===== src/rtl/pong_pkg.sv =====
// Shared encodings for the pong paddle button/acknowledge protocol and the AI player FSM.
package pong_pkg;

  localparam logic [1:0] ACT_NONE  = 2'b00;
  localparam logic [1:0] ACT_RIGHT = 2'b01;
  localparam logic [1:0] ACT_LEFT  = 2'b11;

  localparam logic [1:0] BTN_NONE  = 2'b00;
  localparam logic [1:0] BTN_RIGHT = 2'b01;
  localparam logic [1:0] BTN_LEFT  = 2'b10;

  typedef enum logic [1:0] {
    ST_IDLE,
    ST_PRESS,
    ST_RELEASE,
    ST_HOLDOFF
  } ai_state_t;

  function automatic int max2(input int a, input int b);
    return (a > b) ? a : b;
  endfunction

endpackage


===== src/rtl/pong_lfsr.sv =====
// 8-bit maximal Galois LFSR (taps 8,6,5,4) with enable and synchronous reset to SEED.
module pong_lfsr #(
  parameter logic [7:0] SEED  = 8'hA5,
  parameter int         OUT_W = 8
) (
  input  logic             clk,
  input  logic             rst,
  input  logic             en,
  output logic [OUT_W-1:0] value
);

  logic [7:0] state;

  always_ff @(posedge clk) begin
    if (rst) begin
      state <= SEED;
    end else if (en) begin
      state <= {1'b0, state[7:1]} ^ (state[0] ? 8'hB8 : 8'h00);
    end
  end

  assign value = state[OUT_W-1:0];

endmodule


===== src/rtl/ai_player.sv =====
// Computer opponent driving the paddle buttons: one press per step, then release and hold-off.
// AI_PLAYER_JITTER_EN adds 0..3 pseudo-random cycles to each hold-off.
module ai_player
  import pong_pkg::*;
#(
  parameter int BIT_WIDTH     = 3,
  parameter int SIZE          = 2,
  parameter int MOVE_DELAY    = 4,
  parameter int PRESS_TIMEOUT = 8
) (
  input  logic                 clk,
  input  logic                 rst,
  input  logic                 en,
  input  logic [BIT_WIDTH-1:0] ball_x,
  input  logic                 ball_valid,
  input  logic [BIT_WIDTH-1:0] paddle_left,
  input  logic [1:0]           action,
  output logic                 left,
  output logic                 right,
  output logic                 busy
);

`ifdef AI_PLAYER_JITTER_EN
  localparam int JIT_MAX = 3;
`else
  localparam int JIT_MAX = 0;
`endif
  localparam int CNT_MAX = max2(MOVE_DELAY + JIT_MAX, PRESS_TIMEOUT);
  localparam int CW      = $clog2(CNT_MAX + 1);

  ai_state_t         state;
  logic              dir_left;
  logic [CW-1:0]     cnt;
  logic [CW-1:0]     cnt_inc;
  logic [CW-1:0]     hold_len;
  logic [BIT_WIDTH:0] paddle_right;
  logic              go_left;
  logic              go_right;
  logic              acked;

  // Span end is one bit wider so a paddle touching the right wall never wraps to 0.
  assign paddle_right = {1'b0, paddle_left} + (BIT_WIDTH+1)'(SIZE - 1);
  assign go_left      = ball_valid && (ball_x < paddle_left);
  assign go_right     = ball_valid && ({1'b0, ball_x} > paddle_right);
  assign acked        = (action == (dir_left ? ACT_LEFT : ACT_RIGHT));
  assign cnt_inc      = (cnt == CW'(CNT_MAX)) ? cnt : cnt + 1'b1;

`ifdef AI_PLAYER_JITTER_EN
  logic [1:0] jitter;

  pong_lfsr #(
    .SEED  (8'hA5),
    .OUT_W (2)
  ) u_lfsr (
    .clk   (clk),
    .rst   (rst),
    .en    (1'b1),
    .value (jitter)
  );
`else
  assign hold_len = CW'(MOVE_DELAY);
`endif

  always_ff @(posedge clk) begin
    if (rst || !en) begin
      state    <= ST_IDLE;
      dir_left <= 1'b0;
      cnt      <= '0;
      left     <= 1'b0;
      right    <= 1'b0;
      busy     <= 1'b0;
`ifdef AI_PLAYER_JITTER_EN
      hold_len <= CW'(MOVE_DELAY);
`endif
    end else begin
      case (state)
        ST_IDLE: begin
          cnt <= '0;
          if (go_left || go_right) begin
            state    <= ST_PRESS;
            dir_left <= go_left;
            left     <= go_left;
            right    <= !go_left;
            busy     <= 1'b1;
          end
        end
        ST_PRESS: begin
          // Mismatching acknowledgements simply fall through to the timeout.
          if (acked || (cnt_inc >= CW'(PRESS_TIMEOUT))) begin
            state <= ST_RELEASE;
            left  <= 1'b0;
            right <= 1'b0;
            cnt   <= '0;
          end else begin
            cnt <= cnt_inc;
          end
        end
        ST_RELEASE: begin
          state <= ST_HOLDOFF;
          cnt   <= '0;
`ifdef AI_PLAYER_JITTER_EN
          hold_len <= CW'(MOVE_DELAY) + CW'(jitter);
`endif
        end
        default: begin
          if (cnt_inc >= hold_len) begin
            state <= ST_IDLE;
            busy  <= 1'b0;
            cnt   <= '0;
          end else begin
            cnt <= cnt_inc;
          end
        end
      endcase
    end
  end

endmodule


===== config.mk =====
export PLATFORM = sky130hd
export DESIGN_NAME = ai_player
export DESIGN_NICKNAME = d
export VERILOG_FILES = /design/src/rtl/pong_pkg.sv /design/src/rtl/pong_lfsr.sv /design/src/rtl/ai_player.sv
export SDC_FILE = /design/constraint.sdc
export NUM_CORES = 1
export LEC_CHECK = 0
export ABC_AREA = 1
export CORE_MARGIN = 4
export CORE_UTILIZATION = 50
export CTS_BUF_LIST = sky130_fd_sc_hd__clkbuf_16
export DETAILED_ROUTE_END_ITERATION = 7
export HOLD_SLACK_MARGIN = 0.12
export PLACE_DENSITY = 0.87
export SYNTH_ARGS = -nofsm -noshare
export SYNTH_HDL_FRONTEND = slang
export SYNTH_HIERARCHICAL = 1
export SYNTH_SLANG_ARGS = --single-unit

===== constraint.sdc =====
create_clock -name clk -period 1.8 [get_ports clk]
set_input_delay 0.18 -clock clk [delete_from_list [all_inputs] [get_ports clk]]
set_output_delay 0.18 -clock clk [all_outputs]
set_load 0.01 [all_outputs]

==> results by group, run 1 <==
STA
  • Final hold vios: 0
  • Max-slew violations: 0
  • Layout Skew: around 0.0025 ns
  • Worst hold slack: roughly 0.46 ns
  • Final min period: between 1.5 and 2 ns
  • RSZ-0062 raised after global routing: no
  • Final setup fails: 0
  • Period Utilization, post-route: 92.7%
  • Max Clock Freq: roughly 0.6 GHz

Cells and area
  • Nets: 170
  • Layout cell share with drive strength beyond 1: around 15%
  • Synthesis-to-layout area growth: 32.4%
  • # diodes: 0
  • Final core occ: about 72%

Power and ir drop
  • Clock share of power: 41.9%
  • Int Pwr: 0.000650 W
  • Leakage power: approximately 0.58 nW
  • Sw power: roughly 0.00028 W
  • PwrDens: 833 nW/um2
  • Combinational Power Share: a little under a third
  • Worst VDD drop: 0.585 mV
  • Sw Share: a little under a third
  • Seq pwr share: a little over a quarter

CTS
  • Total CTS buffers: 3
  • CTS tree: yes
  • Reg clk slew, reported paths: 0.04 ns
  • Clock Sink Count: 10
  • Post-CTS Hold Buffers: 0
  • H-tree Lvls: 1
  • Postcts setup bufs: 0
  • Root Driver: clkbuf_16
  • Worst skew pair latency: 0.24 ns
  • Clk buf depth: 2

Routing
  • Antenna viol nets, final: 0
  • Initial DRC Count: 23
  • Post-route DRC: 0
  • Routed Wire Length: 1.89 mm
  • 1st-pass router iterations: 5
  • Routed len/inst: roughly 12 um
  • DR vias: 811
  • Via/cell ratio: between 5 and 6

Synthesis
  • Async SR Flop Fraction: 0%
  • Yosys reg bits: 10
  • Distinct cell type count after synthesis: 20
  • Cell taking the most area after synthesis: dfxtp_1
  • Post-synth EDFFs: 0
  • Post-Syn Area: roughly 840 um2
  • Dominant cells by area after synthesis: dfxtp_1 (24%), ha_1 (19%), nand2_1 (14%)
  • Cells after synthesis: 125
  • Post-synth net total: 150
  • Ys Warns: 6
  • Top-area cell type share of the netlist area: a little under a quarter
  • Post-Syn Area per Cell: around 6.7 um2
  • Register area share after synthesis: between 20% and 30%
  • Top FF cell, synth: dfxtp_1

Global route
  • Antenna violations before repair: 0
  • Largest net degree at the start of global routing: 8
  • GRT Resource Usage Total: between 10% and 20%
  • Gr ovfl total: 0
  • Global-route wire length before repair: roughly 3.3 mm
  • Vias in the first global route: between 800 and 900

Placed design
  • Placer congestion estimate: roughly 0.77
  • # port buffers: 14
  • Final HPWL DP: around 1.4 mm

Critical path
  • Most used cell along the critical path: nor2_1
  • Largest stage delay on the critical path: roughly 0.52 ns
  • CP startpoint kind: input port
  • R2r setup slk: between 0.2 and 0.25 ns
  • CP Class: in -> reg
  • Slowest cell on crit path: clkdlybuf4s50_1
  • Crit-path max FO: 6
  • Bufs and invs on worst path: 2
  • CP Capture Type: register
  • WP data required: about 1.9 ns
  • Crit-path cells: clkdlybuf4s50_1 > inv_1 > ha_1 > a21oi_1 > nand3_1 > nand3_4 > nand2_4 > nor2_1 > nor2_1
  • Top delay family on crit path: simple AND/OR/NAND/NOR gates
  • Data arrival, critical path: between 1.5 and 2 ns

Run
  • Max-Cap Viols: 0

Floorplan
  • Die W: slightly below 50 um
  • Die area: 2400 um2
  • Core ar.: 1540 um2
  • I/O pin cnt: 15
  • Placement Rows: 14
  • Initial Utilization: between 50% and 60%
  • Die Ht: between 40 and 50 um

Min path
  • Hold WC Path Type: reg -> reg

Run status
  • Outcome: finished clean
-- cell families (layout without fill, tap and decap cells) --
| kind of cell | count (synthesis) | count (layout) | synth area share (%) |
|---|---|---|---|
| other cells | 1 | 1 | 0.445 |
| simple gates | 64 | 64 | 36.6 |
| buf+inv | 28 | 46 | 13.4 |
| xor+xnor | 2 | 2 | 2.08 |
| fa+ha+maj | 13 | 13 | 19.3 |
| flops | 10 | 10 | 23.8 |
| compound gates | 7 | 7 | 4.46 |
-- cell usage after synthesis, types with 2 or more instances --
library cell and instances:
a21oi_1 6, dfxtp_1 10, ha_1 13, inv_1 24
inv_2 3, nand2_1 32, nand2_2 4, nand3_1 9
nand3_2 3, nand3b_1 2, nand4_1 3, nor2_1 8
-- layout by cell type, fill, tap and decap left out, drive strengths merged --
cell / count
clkbuf: 3
a21boi: 1
or2: 1
inv: 27
dlygate4sd2: 1
buf: 2
xnor2: 1
nand2: 36
nand4: 3
dfxtp: 10
conb: 1
nand3: 12
ha: 13
xor2: 1
dlymetal6s2s: 1
a21oi: 6
nand3b: 2
clkdlybuf4s50: 12
nor2: 10
-- state kept, by name (all words and copies together), names as in the netlist --
signal    count
cnt           4
state         2
busy          1
dir_left      1
left          1
right         1
-- final timing paths --
check | startpoint | to | cells after the start
hold reg to reg | busy$_SDFFE_PP0P_ | busy$_SDFFE_PP0P_ | 2
setup / recovery | paddle_left[2] | state[1]$_SDFFE_PP0P_ | 9
hold / removal | busy$_SDFFE_PP0P_ | busy$_SDFFE_PP0P_ | 2
setup reg to reg | state[0]$_SDFFE_PP0P_ | state[0]$_SDFFE_PP0P_ | 11
-- stage by stage --
step	setup slack, ns	instance area, um2	total power, W	std cells	setup TNS [ns]
after global routing	0.00466	1110	0.000995	159	0
after CTS	0.0106	1090	0.000915	159	0
after global placement	-0.193	1010	0.000503	156	-0.941
after floorplan	0.295	842	0.000438	125	0
after detailed placement	-0.265	1010	0.000513	156	-1.23
final	0.132	1110	0.000929	159	0
-- worst reg2reg max path: cells and delay by family (launching register included) --
kind                     cells  cell delay (ns)
adder cells (fa/ha/maj)      1             0.22
buffers and inverters        2             0.14
flip-flops                   1             0.35
AND/OR/NAND/NOR              8             0.75
-- metal layers --
metal | share of wire [%] | vias to the layer above | GRT usage (%)
li1 | - | 422 | -
met4 | 3.8 | 0 | 16.1
met3 | 6.6 | 9 | 5.50
met5 | 0 | - | 0
met2 | 48 | 29 | 28.7
met1 | 41 | 351 | 17.1
-- layout make-up --
type / instances / area (um2)
flip-flops and latches: 10 / 200
well taps: 16 / 20.0
repair buffers: 16 / 156
clock buffers: 3 / 75.1
inverters: 27 / 101
fillers: 110 / 427
multi-input cells: 87 / 562
-- power groups by stage --
stage | Clock (W) | Sequential, W | Combinational, W
2_1_floorplan | 0 | 0.000252 | 0.000186
3_3_place_gp | 0 | 0.000250 | 0.000253
3_5_place_dp | 0 | 0.000252 | 0.000262
4_1_cts | 0.000396 | 0.000248 | 0.000272
5_1_grt | 0.000410 | 0.000250 | 0.000336
6_report | 0.000389 | 0.000248 | 0.000292
-- repair_timing --
action / 4_1_cts / 5_1_grt
setup endpoints to repair: 2 / 6
pin swaps: 1 / 4
gates resized for setup: 2 / 8
(Power assumes the default switching activity.)
==> run 2: changes to the inputs <==
--- a/config.mk
+++ b/config.mk
@@ -12,6 +12,7 @@
 export DETAILED_ROUTE_END_ITERATION = 7
 export HOLD_SLACK_MARGIN = 0.12
 export PLACE_DENSITY = 0.87
+export RECOVER_POWER = 100
 export SYNTH_ARGS = -nofsm -noshare
 export SYNTH_HDL_FRONTEND = slang
 export SYNTH_HIERARCHICAL = 1
==> run 2 against run 1 <==
Compared with the run above:
- register-to-register slack is essentially flat
- first-iteration DRC count shrank 13%
- worst setup slack got worse by 0.0018 ns
- die area unchanged
- sequential cell count unchanged
- sequential power hardly changed
- clock skew is essentially flat
- power down 0.39%
- critical path depth unchanged
- via count up 1.2%
- clock power is essentially flat
- non-clock buffer count stayed put
- highest routed layer unchanged
==> results by group, run 2 (synthesis gave the netlist of run 1 again) <==
Critical path
  • CP startpoint kind: input port
  • FF-to-FF path depth: 11 (unchanged)
  • Most used cell along the critical path: nor2_1
  • Largest stage delay on the critical path: 0.52 ns (about the same)
  • Worst r2r dst: state[0]$_SDFFE_PP0P_
  • Bufs and invs on worst path: 2 (unchanged)
  • Top delay family on crit path: simple AND/OR/NAND/NOR gates
  • R2r startpoint: state[0]$_SDFFE_PP0P_
  • Data arrival, critical path: 1.80 ns (about the same)
  • CP Class: in -> reg
  • CP Capture Type: register
  • Crit-path max FO: 6 (unchanged)
  • R2r setup slk: 0.22 ns (about the same)
  • WP data required: 1.93 ns (about the same)
  • Crit-path cells: clkdlybuf4s50_1 > inv_1 > ha_1 > a21oi_1 > nand3_1 > nand3_4 > nand2_4 > nor2_1 > nor2_1
  • Slowest cell on crit path: clkdlybuf4s50_1

Cells and area
  • Most flops, register: cnt
  • FILL cells: 112 (+1.8%)
  • # diodes: 0 (unchanged)
  • Regs by FF count: cnt: 4 flops, state: 2 flops
  • Nets: 170 (unchanged)
  • Finished Layout Cells: 159 (unchanged)
  • Layout cell share with drive strength beyond 1: 12.6% (-2.1 points)
  • Most common cell after layout, fill and taps aside: nand2_1
  • Commonest non-fill, non-tap cells in the layout: nand2_1 (33), inv_1 (24), ha_1 (12)
  • Max reg flops: 4 (unchanged)
  • Synthesis-to-layout area growth: 31.2%

Global route
  • Vias in the first global route: 839 (unchanged)
  • GRT Resource Usage Total: 17.5% (unchanged)
  • Largest net degree at the start of global routing: 8 (unchanged)
  • Global-route wire length before repair: 3.26 mm (unchanged)
  • Antenna violations before repair: 0 (unchanged)
  • Gr ovfl total: 0 (unchanged)

Routing
  • Antenna viol nets, final: 0 (unchanged)
  • Top Layer Used: met4
  • Initial DRC Count: 20 (-13%)
  • Routed Wire Length: 1.89 mm (+0.16%)
  • DR vias: 821 (+1.2%)
  • Met3 wire length: 117 um (-5.6%)
  • Routed len/inst: 11.9 um (+0.16%)
  • Via/cell ratio: 5.16 (+1.2%)
  • 1st-pass router iterations: 4 (-1)
  • Post-route DRC: 0 (unchanged)
  • M1 WL: 783 um (+0.77%)
  • Met2 WL: 939 um (+2.4%)

Min path
  • Hold Crit Depth: 2 (unchanged)
  • Hold wc startpoint: busy$_SDFFE_PP0P_
  • Hold WC Path Type: reg -> reg
  • Min-Delay Endpoint: busy$_SDFFE_PP0P_

Run status
  • Outcome: finished clean

Floorplan
  • Initial Utilization: 54.6% (unchanged)
  • Die Ht: 49.0 um (unchanged)
  • Die W: 49.0 um (unchanged)
  • Die area: 2400 um2 (unchanged)
  • Placement Rows: 14 (unchanged)
  • I/O pin cnt: 15 (unchanged)
  • Core ar.: 1540 um2 (unchanged)

Power and ir drop
  • Seq pwr share: 26.7% (about the same)
  • PwrDens: 837 nW/um2 (+0.51%)
  • Int Pwr: 0.000647 W (-0.49%)
  • Sw power: 0.000278 W (-0.17%)
  • Clock share of power: 42.2% (+0.3 points)
  • Worst VDD drop: 0.579 mV (-1.0%)
  • Sw Share: 30.1% (+0.067 points)
  • Combinational Power Share: 31.1% (-0.3 points)
  • Leakage power: 0.584 nW (+0.85%)

CTS
  • Clk buf depth: 2 (unchanged)
  • Reg clk slew, reported paths: 0.04 ns (about the same)
  • H-tree Lvls: 1 (unchanged)
  • Clock Sink Count: 10 (unchanged)
  • Post-CTS Hold Buffers: 0 (unchanged)
  • Root Driver: clkbuf_16
  • Total CTS buffers: 3 (unchanged)
  • Worst skew pair latency: 0.24 ns (about the same)
  • CTS tree: yes
  • Postcts setup bufs: 0 (unchanged)

STA
  • Worst hold slack: 0.459 ns (-0.00363 ns)
  • Max Clock Freq: 0.599 GHz (-0.11%)
  • Layout Skew: 0.00203 ns (-0.000422 ns)
  • Max-slew violations: 0 (unchanged)
  • Setup ws final: 0.130 ns (-0.00176 ns)
  • Period Utilization, post-route: 92.8% (+0.098 points)
  • Final hold vios: 0 (unchanged)
  • RSZ-0062 raised after global routing: no
  • Final min period: 1.67 ns (+0.00176 ns)
  • Final setup fails: 0 (unchanged)

Run
  • Max-Cap Viols: 0 (unchanged)

Placed design
  • Final HPWL DP: 1.39 mm (unchanged)
  • Placer congestion estimate: 0.775 (unchanged)
  • Dpl ws: -0.265 ns (unchanged)
  • # port buffers: 14 (unchanged)
  • Placed cell count: 156 (unchanged)
[run 2: stage by stage]
step	utilization [%]	TNS (ns)	cell area [um2]	total power, W
6_report	71.7	0	1100	0.000925
2_1_floorplan	-	0	842	0.000438
4_1_cts	70.5	0	1090	0.000915
3_5_place_dp	65.3	-1.23	1010	0.000513
5_1_grt	71.7	0	1100	0.000990
3_3_place_gp	65.3	-0.941	1010	0.000503
[run 2: how the worst max path moves through the flow]
| stage | to | from | slack, ns | cells after the start |
|---|---|---|---|---|
| final | state[1]$_SDFFE_PP0P_ | paddle_left[2] | 0.13 | 9 |
| after CTS | state[1]$_SDFFE_PP0P_ | paddle_left[0] | 0.01 | 12 |
| after detailed placement | state[0]$_SDFFE_PP0P_ | paddle_left[1] | -0.27 | 14 |
| after floorplan | state[0]$_SDFFE_PP0P_ | state[0]$_SDFFE_PP0P_ | 0.29 | 12 |
| after global routing | state[1]$_SDFFE_PP0P_ | paddle_left[2] | 0.005 | 9 |
| after global placement | state[0]$_SDFFE_PP0P_ | paddle_left[1] | -0.19 | 14 |
[run 2: layout make-up]
cell class / count / area [um2] / share of cell area (%)
multi-input combinational: 87 / 552 / 49.9
clock buffer: 3 / 75.1 / 6.80
inverter: 27 / 101 / 9.17
timing repair buffer: 16 / 156 / 14.2
sequential: 10 / 200 / 18.1
tap: 16 / 20.0 / 1.81
[run 2: power groups by stage]
stage	clock network [W]	registers, W	logic, W
after floorplan	0	0.000252	0.000186
after global placement	0	0.000250	0.000253
after detailed placement	0	0.000252	0.000262
after CTS	0.000396	0.000248	0.000272
after global routing	0.000410	0.000249	0.000331
final	0.000391	0.000247	0.000288
[run 2: routing by layer]
metal  vias up  GRT usage (%)
li1        423              -
met1       360           17.1
met2        31           28.7
met3         7           5.50
met4         0           16.1
met5         -              0
[run 2: worst register-to-register path: stages, from the launching register on]
cell,delay (ns)
dfxtp_1,0.35
inv_1,0.09
ha_1,0.22
or2_0,0.26
nor2_1,0.10
nand3_1,0.09
nand2_1,0.09
inv_2,0.05
nand2_4,0.06
nand2_1,0.05
nand2_1,0.07
nor2_2,0.03
[run 2: repair_timing]
item	CTS	global route
hold endpoints to repair	0	0
pin swaps	1	4
setup endpoints to repair	2	6
gates resized for setup	2	8
==> run 3: changes to the inputs <==
--- a/config.mk
+++ b/config.mk
@@ -7,11 +7,11 @@
 export LEC_CHECK = 0
 export ABC_AREA = 1
 export CORE_MARGIN = 4
-export CORE_UTILIZATION = 50
+export CORE_UTILIZATION = 49
 export CTS_BUF_LIST = sky130_fd_sc_hd__clkbuf_16
 export DETAILED_ROUTE_END_ITERATION = 7
 export HOLD_SLACK_MARGIN = 0.12
-export PLACE_DENSITY = 0.87
+export PLACE_DENSITY = 0.86
 export RECOVER_POWER = 100
 export SYNTH_ARGS = -nofsm -noshare
 export SYNTH_HDL_FRONTEND = slang
==> constraint.sdc (replaced) <==
create_clock -name clk -period 1.9 [get_ports clk]
set_input_delay 0.19 -clock clk [delete_from_list [all_inputs] [get_ports clk]]
set_output_delay 0.19 -clock clk [all_outputs]
set_load 0.01 [all_outputs]
==> run 3 against run 2 <==
Compared with the run above:
- sequential cell count unchanged
- worst hold slack better by 0.0060 ns
- non-clock buffer count unchanged
- count of clock-buffer cells in the layout unchanged
- via count down 4.5%
- die area up 1.7%
- utilization down 1.8 points
- clock skew up 0.0015 ns
- sequential power down 5%
- critical path type unchanged
- highest routed layer unchanged
==> results by group, run 3 (synthesis gave the netlist of run 1 again) <==
Run status
  • Outcome: finished clean

Routing
  • Via/cell ratio: 4.93 (-4.5%)
  • Post-route DRC: 0 (unchanged)
  • Routed Wire Length: 1.86 mm (-2.1%)
  • Initial DRC Count: 15 (-25%)
  • Routed len/inst: 11.7 um (-2.1%)
  • 1st-pass router iterations: 5 (+1)
  • Antenna viol nets, final: 0 (unchanged)
  • DR vias: 784 (-4.5%)

Floorplan
  • Core ar.: 1560 um2 (+1.1%)
  • Die Ht: 49.5 um (+0.86%)
  • Die W: 49.5 um (+0.86%)
  • Placement Rows: 14 (unchanged)
  • Initial Utilization: 54.0% (-0.61 points)
  • I/O pin cnt: 15 (unchanged)
  • Die area: 2450 um2 (+1.7%)

Cells and area
  • Max reg flops: 4 (unchanged)
  • Most common cell after layout, fill and taps aside: nand2_1
  • Finished Layout Cells: 159 (unchanged)
  • Nets: 170 (unchanged)
  • Most flops, register: cnt
  • # diodes: 0 (unchanged)
  • Synthesis-to-layout area growth: 29.4%
  • FILL cells: 126 (+13%)
  • Layout cell share with drive strength beyond 1: 11.9% (-0.70 points)
  • Final core occ: 69.9% (-1.8 points)
  • Multi-input logic area: 538 um2 (-2.5%)
  • Commonest non-fill, non-tap cells in the layout: nand2_1 (32), inv_1 (24), ha_1 (13)
  • Regs by FF count: cnt: 4 flops, state: 2 flops
  • Storage cell area: 200 um2 (unchanged)

STA
  • Final setup fails: 0 (unchanged)
  • Max-slew violations: 0 (unchanged)
  • RSZ-0062 raised after global routing: no
  • Final hold vios: 0 (unchanged)
  • Period Utilization, post-route: roughly 96%
  • Final min period: about 1.8 ns
  • Layout Skew: 0.00350 ns (+0.00147 ns)
  • Max Clock Freq: roughly 0.55 GHz

CTS
  • CTS tree: yes
  • Postcts setup bufs: 0 (unchanged)
  • Total CTS buffers: 3 (unchanged)
  • Reg clk slew, reported paths: 0.04 ns (about the same)
  • Clk buf depth: 2 (unchanged)
  • H-tree Lvls: 1 (unchanged)
  • Post-CTS resize count: 0 (-2)
  • Root Driver: clkbuf_16
  • Post-CTS Hold Buffers: 0 (unchanged)
  • Clock Sink Count: 10 (unchanged)
  • Worst skew pair latency: 0.24 ns (about the same)

Min path
  • Hold WC Path Type: reg -> reg

Global route
  • Vias in the first global route: 796 (-5.1%)
  • Largest net degree at the start of global routing: 9 (+1)
  • Gr ovfl total: 0 (unchanged)
  • Antenna violations before repair: 0 (unchanged)
  • Global-route wire length before repair: 3.31 mm (+1.7%)
  • GRT Resource Usage Total: 17.4% (-0.046 points)

Critical path
  • Crit-path cells: clkdlybuf4s50_1 > ha_1 > xnor2_1 > ha_1 > nand2_1 > nor2_1 > nor2_1 > nand2_2 > nand3_4 > nand2_1 > nand2_1 > a21oi_1
  • Slowest cell on crit path: clkdlybuf4s50_1
  • Largest stage delay on the critical path: 0.44 ns (-0.08 ns)
  • CP Capture Type: register
  • WP data required: 2.06 ns (+0.13 ns)
  • Data arrival, critical path: 1.98 ns (+0.18 ns)
  • Most used cell along the critical path: nand2_1
  • CP startpoint kind: input port
  • Crit-path max FO: 6 (unchanged)
  • CP Class: in -> reg

Placed design
  • Placer congestion estimate: 0.830 (+7.1%)
  • Final HPWL DP: 1.45 mm (+4.1%)
  • # port buffers: 14 (unchanged)
  • Placed cell count: 156 (unchanged)

Power and ir drop
  • Leakage power: 0.571 nW (-2.1%)
  • PwrDens: 787 nW/um2 (-6.0%)
  • Worst VDD drop: 0.561 mV (-3.1%)

Run
  • Max-Cap Viols: 0 (unchanged)
## run 3: cell count changes in the layout (fill, tap and decap cells not counted), sizes merged
cell           previous run  this run
clkdlybuf4s50             9        11
dlygate4sd2               1         0
dlymetal6s2s              1         0
## run 3: worst max-delay path: cells and delay by family
family / cells / cell delay, ns
simple gates: 7 / 0.57
compound gates: 1 / 0.13
xor+xnor: 1 / 0.12
buf+inv: 1 / 0.44
fa+ha+maj: 2 / 0.51
## run 3: final cells by class
| type | instances | share of cell area [%] |
|---|---|---|
| sequential | 10 | 18.4 |
| multi-input combinational | 87 | 49.4 |
| tap | 16 | 1.84 |
| timing repair buffer | 16 | 14.2 |
| clock buffer | 3 | 6.89 |
| inverter | 27 | 9.30 |
## run 3: final timing paths
kind / start / endpoint / slack, ns / cells after the start
setup reg to reg: state[0]$_SDFFE_PP0P_ / state[1]$_SDFFE_PP0P_ / 0.20 / 11
hold / removal: left$_SDFFE_PP0P_ / left$_SDFFE_PP0P_ / 0.46 / 2
hold reg to reg: left$_SDFFE_PP0P_ / left$_SDFFE_PP0P_ / 0.46 / 2
setup / recovery: paddle_left[0] / busy$_SDFFE_PP0P_ / 0.08 / 12
## run 3: power breakdown
part	total [W]	internal (W)	switching [W]
combinational	0.000258	0.000110	0.000149
sequential	0.000234	0.000225	0.00000890
clock	0.000366	0.000272	0.0000934
## run 3: metrics by stage
stage / setup WS, ns / instance area, um2 / hold slack, ns / TNS (ns) / power (W)
final: 0.0797 / 1090 / 0.465 / 0 / 0.000858
after global routing: 0.000748 / 1090 / 0.495 / 0 / 0.000918
after CTS: 0.0566 / 1080 / 0.472 / 0 / 0.000856
after detailed placement: -0.177 / 1010 / 0.467 / -0.820 / 0.000481
after global placement: -0.0807 / 1010 / 0.451 / -0.304 / 0.000474
after floorplan: 0.395 / 842 / 0.348 / 0 / 0.000415
## run 3: layer usage
layer,vias to the layer above,track usage [%],routed length (um)
met2,16,30.6,898
met4,0,7.83,34
met3,6,3.92,64
met5,-,0,0
li1,420,-,-
met1,342,20.1,857
